==> src/rtl/ysyx_25020047_pkg.sv <==
// Shared encodings for the LSU: access sizes, FSM states and strobe base patterns.
package ysyx_25020047_pkg;

  localparam logic [1:0] SZ_B = 2'd0;
  localparam logic [1:0] SZ_H = 2'd1;
  localparam logic [1:0] SZ_W = 2'd2;

  localparam logic [3:0] STRB_B = 4'b0001;
  localparam logic [3:0] STRB_H = 4'b0011;
  localparam logic [3:0] STRB_W = 4'b1111;

  typedef enum logic [1:0] {
    S_IDLE = 2'd0,
    S_REQ  = 2'd1,
    S_WAIT = 2'd2,
    S_DONE = 2'd3
  } lsu_state_e;

endpackage

==> src/rtl/ysyx_25020047_lsu_align.sv <==
// Byte-lane steering for stores and lane extraction with sign/zero extension for loads.
module ysyx_25020047_lsu_align
  import ysyx_25020047_pkg::*;
(
  input  logic [1:0]  st_size,
  input  logic [1:0]  st_off,
  input  logic [31:0] st_wdata,
  output logic [31:0] st_lane_data,
  output logic [3:0]  st_wstrb,
  input  logic [1:0]  ld_size,
  input  logic [1:0]  ld_off,
  input  logic        ld_unsigned,
  input  logic [31:0] ld_rdata,
  output logic [31:0] ld_data
);

  logic [31:0] ld_shifted;

  always_comb begin
    st_lane_data = st_wdata;
    st_wstrb     = STRB_W;
    case (st_size)
      SZ_B: begin
        st_lane_data = {4{st_wdata[7:0]}};
        st_wstrb     = STRB_B << st_off;
      end
      SZ_H: begin
        st_lane_data = {2{st_wdata[15:0]}};
        st_wstrb     = STRB_H << st_off;
      end
      default: begin
        st_lane_data = st_wdata;
        st_wstrb     = STRB_W;
      end
    endcase
  end

  always_comb begin
    ld_shifted = ld_rdata >> {ld_off, 3'b000};
    ld_data    = ld_rdata;
    case (ld_size)
      SZ_B:    ld_data = {{24{~ld_unsigned & ld_shifted[7]}}, ld_shifted[7:0]};
      SZ_H:    ld_data = {{16{~ld_unsigned & ld_shifted[15]}}, ld_shifted[15:0]};
      default: ld_data = ld_rdata;
    endcase
  end

endmodule

==> src/rtl/ysyx_25020047_lsu.sv <==
// Load/store unit: one outstanding data-memory transaction over valid/ready, then write-back.
module ysyx_25020047_lsu
  import ysyx_25020047_pkg::*;
#(
  parameter int AW = 32,
  parameter int DW = 32
) (
  input  logic            clk,
  input  logic            rst_n,
  input  logic            in_valid,
  output logic            in_ready,
  input  logic [AW-1:0]   in_result,
  input  logic            in_read,
  input  logic            in_write,
  input  logic [1:0]      in_size,
  input  logic            in_unsigned,
  input  logic [DW-1:0]   in_wdata,
  input  logic [4:0]      in_rd,
  input  logic            in_reg_wen,
  output logic            mem_req_valid,
  input  logic            mem_req_ready,
  output logic            mem_req_we,
  output logic [AW-1:0]   mem_req_addr,
  output logic [DW-1:0]   mem_req_wdata,
  output logic [DW/8-1:0] mem_req_wstrb,
  input  logic            mem_resp_valid,
  input  logic [DW-1:0]   mem_resp_rdata,
  output logic            out_valid,
  input  logic            out_ready,
  output logic [DW-1:0]   out_data,
  output logic [4:0]      out_rd,
  output logic            out_wen,
  output logic            out_misalign
);

  lsu_state_e  state_q, state_d;
  logic        accept, is_mem, misalign;
  logic [1:0]  lat_size, lat_off;
  logic        lat_unsigned, lat_reg_wen, lat_write;
  logic [31:0] st_lane_data, ld_data;
  logic [3:0]  st_wstrb;

  assign accept   = in_valid & in_ready;
  assign is_mem   = in_read | in_write;
  // Sizes 2 and 3 both behave as word, so in_size[1] selects the word alignment rule.
  assign misalign = (in_read & in_write)
                  | ((in_size == SZ_H) & in_result[0])
                  | (in_size[1] & (in_result[1:0] != 2'b00));

  ysyx_25020047_lsu_align u_align (
    .st_size      (in_size),
    .st_off       (in_result[1:0]),
    .st_wdata     (in_wdata),
    .st_lane_data (st_lane_data),
    .st_wstrb     (st_wstrb),
    .ld_size      (lat_size),
    .ld_off       (lat_off),
    .ld_unsigned  (lat_unsigned),
    .ld_rdata     (mem_resp_rdata),
    .ld_data      (ld_data)
  );

  always_ff @(posedge clk or negedge rst_n) begin
    if (!rst_n) state_q <= S_IDLE;
    else        state_q <= state_d;
  end

  always_comb begin
    state_d = state_q;
    case (state_q)
      S_IDLE: if (accept) state_d = (!is_mem || misalign) ? S_DONE : S_REQ;
      S_REQ:  if (mem_req_ready) state_d = S_WAIT;
      S_WAIT: if (mem_resp_valid) state_d = S_DONE;
      S_DONE: if (out_ready) state_d = S_IDLE;
      default: state_d = S_IDLE;
    endcase
  end

  always_comb begin
    in_ready      = (state_q == S_IDLE);
    mem_req_valid = (state_q == S_REQ);
    out_valid     = (state_q == S_DONE);
  end

  always_ff @(posedge clk or negedge rst_n) begin
    if (!rst_n) begin
      lat_size      <= '0;
      lat_off       <= '0;
      lat_unsigned  <= 1'b0;
      lat_reg_wen   <= 1'b0;
      lat_write     <= 1'b0;
      mem_req_we    <= 1'b0;
      mem_req_addr  <= '0;
      mem_req_wdata <= '0;
      mem_req_wstrb <= '0;
      out_data      <= '0;
      out_rd        <= '0;
      out_wen       <= 1'b0;
      out_misalign  <= 1'b0;
    end else begin
      if (accept) begin
        lat_size     <= in_size;
        lat_off      <= in_result[1:0];
        lat_unsigned <= in_unsigned;
        lat_reg_wen  <= in_reg_wen;
        lat_write    <= in_write;
        out_rd       <= in_rd;
        if (!is_mem) begin
          out_data     <= in_result;
          out_wen      <= in_reg_wen;
          out_misalign <= 1'b0;
        end else if (misalign) begin
          out_data     <= '0;
          out_wen      <= 1'b0;
          out_misalign <= 1'b1;
        end else begin
          mem_req_we    <= in_write;
          mem_req_addr  <= {in_result[AW-1:2], 2'b00};
          mem_req_wdata <= st_lane_data;
          mem_req_wstrb <= st_wstrb;
        end
      end
      if (state_q == S_WAIT && mem_resp_valid) begin
        out_data     <= lat_write ? '0 : ld_data;
        out_wen      <= lat_write ? 1'b0 : lat_reg_wen;
        out_misalign <= 1'b0;
      end
      if (state_q == S_DONE && out_ready) out_misalign <= 1'b0;
    end
  end

endmodule

==> config.mk <==
export PLATFORM = sky130hd
export DESIGN_NAME = ysyx_25020047_lsu
export DESIGN_NICKNAME = d
export VERILOG_FILES = /design/src/rtl/ysyx_25020047_pkg.sv /design/src/rtl/ysyx_25020047_lsu_align.sv /design/src/rtl/ysyx_25020047_lsu.sv
export SDC_FILE = /design/constraint.sdc
export NUM_CORES = 1
export LEC_CHECK = 0
export ABC_AREA = 1
export CAP_MARGIN = 20
export CORE_MARGIN = 4
export CORE_UTILIZATION = 46
export DETAILED_ROUTE_END_ITERATION = 16
export GPL_TIMING_DRIVEN = 0
export HOLD_SLACK_MARGIN = 0.03
export PLACE_DENSITY = 0.78
export SLEW_MARGIN = 15
export SYNTH_ARGS = -nofsm -noshare
export SYNTH_HDL_FRONTEND = slang
export SYNTH_HIERARCHICAL = 1
export SYNTH_SLANG_ARGS = --single-unit
export TNS_END_PERCENT = 5
==> constraint.sdc <==
create_clock -name clk -period 1.9 [get_ports clk]
set_input_delay 0.57 -clock clk [delete_from_list [all_inputs] [get_ports clk]]
set_output_delay 0.57 -clock clk [all_outputs]
set_load 0.03 [all_outputs]
==> Word level (Yosys, flattened, before mapping) <==
Cells that the tools add are included.
{ "classes": {"reduce_logical": 14, "magnitude_cmp": 0, "eq_ne": 11, "n_shift": 3, "div_mod_pow": 0, "n_mux": 24, "multipliers": 0, "n_bitwise": 11, "add_sub_neg": 0} }
{ "ops": {"columns": ["op", "count"], "rows": [
  ["$mux W32", 5],
  ["$pmux W32 S2", 2],
  ["$shr A32 B5 Y16", 1],
  ["$mux W1", 10],
  ["$mux W2", 5],
  ["$pmux W2 S4", 1],
  ["$pmux W4 S2", 1],
  ["$and A1 B1 Y1", 6],
  ["$eq A2 B1 Y1 const B", 3],
  ["$logic_not A2 Y1", 3],
  ["$ne A2 B1 Y1 const B", 3],
  ["$eq A2 B2 Y1 const B", 2],
  ["$ne A4 B1 Y1 const B", 1],
  ["$reduce_and A2 Y1", 2],
  ["$reduce_and A4 Y1", 1],
  ["$reduce_bool A2 Y1", 2],
  ["$shl A1 B2 Y4 const A", 1],
  ["$shl A2 B2 Y4 const A", 1],
  ["$ne A3 B1 Y1 const B", 1],
  ["$or A1 B1 Y1", 3],
  ["$reduce_and A3 Y1", 1],
  ["$reduce_bool A3 Y1", 1],
  ["$logic_and A1 B1 Y1", 2],
  ["$ne A2 B2 Y1 const B", 1],
  ["3 further kinds", 4]
]} }
{ "word_totals": {"ramBits": 0, "rom_bits": 0, "n_memories": 0, "output_inout_bits": 111, "latch_bits": 0, "reg_bits": 115} }

==> Longest topological paths before layout <==
{ "depth": {"word_depth": 9, "mapped_depth": 12} }

==> Modules after synthesis <==
Netlist, hierarchy kept.
{ "modules_own_cells": {"columns": ["module", "cells_per_inst", "area_per_inst_um2", "instances"], "rows": [
  ["ysyx_25020047_lsu", 648, 5323.9, 1],
  ["ysyx_25020047_lsu_align", 262, 1248.7, 1]
]} }

==> Worst setup path before layout <==
No wires, ideal clock.
{ "synth_timing": {"kind": "register to register", "start": "register state_q[0]", "end": "register mem_req_addr[12]", "t_required_ns": 1.782, "slack_ns": 0.133, "setup_time_ns": 0.118, "path_buffers": 2, "t_arrival_ns": 1.649, "path_stages_with_launch": 10, "path_cell_list": "dfrtp_1 > inv_1 > ha_1 > nand2_2 > inv_2 > nand3_2 > buf_4 > buf_6 > nand2_1 > nand2_1"} }
{ "synth_between": {"elab_chain_cells": 3} }
{ "synth_rtl": {"columns": ["item", "line", "rtl"], "rows": [
  ["start, declared", "ysyx_25020047_lsu.sv:36", "lsu_state_e state_q, state_d;"],
  ["start signal, assigned", "ysyx_25020047_lsu.sv:65", "else state_q <= state_d;"],
  ["$logic_not A2 Y1", "ysyx_25020047_lsu.sv:80", "in_ready = (state_q == S_IDLE);"],
  ["net in_ready", "ysyx_25020047_lsu.sv:11", "output logic in_ready,"],
  ["$and A1 B1 Y1", "ysyx_25020047_lsu.sv:43", "assign accept = in_valid & in_ready;"],
  ["$reduce_and A3 Y1 (no line)", null, null],
  ["end signal, assigned", "ysyx_25020047_lsu.sv:118", "mem_req_addr <= {in_result[AW-1:2], 2'b00};"],
  ["end, declared", "ysyx_25020047_lsu.sv:23", "output logic [AW-1:0] mem_req_addr,"]
]} }
The timed path passes the listed nets, and every way through them passes these cells.
A chain may end at the register's enable or synchronous reset.

==> Worst setup path after layout <==
{ "layout_timing": {"start": "register state_q[0]", "end": "output in_ready"} }
{ "layout_between": {"elab_chain_cells": 1} }
{ "layout_rtl": {"columns": ["item", "line"], "rows": [
  ["$logic_not A2 Y1", "ysyx_25020047_lsu.sv:80"],
  ["end, declared", "ysyx_25020047_lsu.sv:11"]
]} }
Every way passes these cells.

==> impl_metrics.py <==
metrics = {
    "run_status": {
        "status": "finished, final reports clean",
    },
    "synthesis": {
        "syn-cell-area_sq_um": 6570,
        "yosysMostFrequentCell": "nand2_1",
        "async_flop_share_pct": 100,
        "avgSynthCellArea_sq_um": 7.22,
        "synthFlopType": "dfrtp_1",
        "ys_seq_area_share_pct": 43.8,
        "synth_area_leaders": "dfrtp_1, nand2_1, nand3_1",
        "synth-edff-count": 0,
        "synth-seq-cells": 115,
        "syn_inst": 910,
        "yosys_warnings": 6,
        "synthTopCellsByCount": "nand2_1, dfrtp_1, nand3_1",
        "synth_top_area_cell": "dfrtp_1",
        "synth_top_area_share_pct": 43.8,
        "yosysUniqueCellTypes": 31,
    },
    "timing": {
        "rsz0062_at_grt": "yes",
        "final-max-slew-violation-count": 0,
        "fmax_mhz": 534,
        "min_period_ns": 1.87,
        "maxSlewHeadroom_pct": 65.7,
        "tightest_slew_ns": 0.514,
        "setup_viol": 0,
        "finalCritPeriodShare_pct": 98.6,
        "finalHoldViolations": 0,
        "fin_worst_skew_ns": 0.00580,
        "timing.hold.ws_ns": 0.112,
    },
    "final_layout": {
        "areaGrowthSynthToFinish_pct": 46.5,
        "final_cells": 1349,
        "drive_gt1_share_pct": 10.6,
        "diodes": 0,
        "final_util_pct": 69.1,
        "nNetsFinal": 1274,
        "nFillCells": 1201,
        "final_area_sq_um": 9630,
    },
    "global_route": {
        "grt_overflow": 0,
        "grt_pass1_wl_um": 36600,
        "grt_max_degree": 64,
        "antenna_found_initial": 0,
        "grt_util_all_layers_pct": 28.7,
        "grt_pass1_vias": 6967,
    },
    "clocking": {
        "cts_buffer_depth": 2,
        "cts_root_buffer": "clkbuf_16",
        "clock_sinks": 115,
        "cts_hold_buf": 0,
        "cts_max_level": 4,
        "insertion_delay_ns": 0.42,
        "cts_tree": "yes",
        "numCtsBuffers": 17,
        "path_clk_slew_ns": 0.05,
    },
    "routing": {
        "drc": 0,
        "totalWireLength_um": 23300,
        "antenna_left": 0,
        "first_iter_violations": 728,
        "first_pass_iters": 6,
        "wire_per_inst_um": 17.2,
        "vias": 7167,
        "vias_per_cell": 5.31,
    },
    "place": {
        "io_buffers": 221,
        "place_inst": 1313,
        "place_hpwl_um": 17700,
        "placed_area_sq_um": 9040,
        "place_congestion": 0.971,
    },
    "floorplan": {
        "die_w_um": 128,
        "die_area_sq_um": 16300,
        "start_util_pct": 47.2,
        "rows": 43,
        "coreArea_sq_um": 13900,
        "die_h_um": 128,
        "io_pins": 224,
    },
    "critical_path": {
        "r2r_cells": 8,
        "reg2reg_to": "out_data[0]",
        "worstSetupEndpointType": "output pin",
        "worst_ep_required_time_ns": 1.33,
        "cp_max_fo": 4,
        "worstPathArrival_ns": 1.30,
        "rrSetupSlack_ns": 0.04,
        "worstSetupPathType": "reg2out",
        "startpoint": "state_q[0]",
        "r2r_start": "state_q[0]",
        "start_kind": "register",
    },
    "job": {
        "maxCapViolations": 0,
    },
    "pwr": {
        "power_density_nw_per_um2": 1650,
        "finalPower_uw": 15900,
        "power.leakage_uw": 0.00525,
        "ir_drop_mv": 1.00,
    },
    "hold_path": {
        "min_path_type": "in2async",
    },
}
==> placed cells by master (no fill, tap or decap), drive strengths merged <==
cell type      Yosys  layout
nor2              26      26
nor3               1       1
dfrtp            115     115
o21ai             50      50
dlymetal6s2s       0       1
inv               36      36
o22ai              3       3
bufinv             0       5
clkinv             1       4
clkdlybuf4s50      0     110
clkbuf            16      45
nand4             66      66
dlygate4sd2        0     106
nand2            421     421
a21boi             1       1
conb               1       2
ha                 5       5
o211ai             9       9
a21oi              1       1
clkinvlp           0       1
nand3            100     100
buf               58      61
==> final cells by class <==
class / count / area, sq um / area share, %
Buffer: 74 / 465 / 4.83
Timing Repair Buffer: 226 / 2130 / 22.2
Clock inverter: 9 / 176 / 1.83
Tap cell: 180 / 225 / 2.34
Inverter: 37 / 146 / 1.52
Multi-Input combinational cell: 685 / 3140 / 32.6
Clock buffer: 23 / 468 / 4.86
Sequential cell: 115 / 2880 / 29.9
==> through the flow <==
step | TNS (ns) | setup WS, ns
after global placement | -527.16 | -4.33
after floorplan | 0 | 0.133
after detailed placement | -32.10 | -0.379
after global routing | -0.418 | -0.0424
final | 0 | 0.0259
after CTS | -0.0857 | -0.0828
==> metal layers <==
layer  vias to the layer above  wire length, um  GRT usage, %
li1                       3464                -             -
met1                      3326             9620          38.5
met2                       331            10900          45.8
met3                        46             2160          6.86
met4                         0              591          9.97
met5                         -                0             0
==> registers in the layout (all words and copies together) (netlist names) <==
register       flops
lat_size           2
out_misalign       1
out_rd             5
mem_req_wdata     32
lat_write          1
lat_unsigned       1
lat_reg_wen        1
mem_req_addr      30
mem_req_we         1
out_wen            1
state_q            2
mem_req_wstrb      4
out_data          32
lat_off            2
==> worst max-delay path: stages, from the launching register on <==
cell	delay [ns]
dfrtp_1	0.41
inv_2	0.10
ha_2	0.21
buf_4	0.16
==> kinds of logic after synthesis <==
logic type | synth area share, %
and+or+nand+nor | 40.8
buffers and inverters | 8.85
DFF | 43.8
other | 0.0571
AOI/OAI and AO/OA | 5.54
adders and majority gates | 0.952
==> worst max-delay path by stage <==
| stage | slack, ns | cells past startpoint | endpoint |
|---|---|---|---|
| after floorplan | 0.13 | 9 | mem_req_addr[12] |
| after global placement | -4.33 | 1 | lat_size[0] |
| after detailed placement | -0.38 | 9 | mem_req_wstrb[3] |
| after CTS | -0.08 | 3 | in_ready |
| after global routing | -0.04 | 8 | out_data[30] |
| final | 0.03 | 3 | in_ready |
==> power by group <==
part	total [uW]	switching [uW]	leakage, uW	internal [uW]
sequential	4220	653	0.00147	3560
combinational	8120	5470	0.00346	2650
clock	3510	1120	0.000311	2390
==> repair_timing <==
action / CTS / global route
resized for setup: 127 / 23
setup buffers: 0 / 4
pin swaps: 0 / 2
setup endpoints to repair: 177 / 97
(Power assumes the default switching activity.)
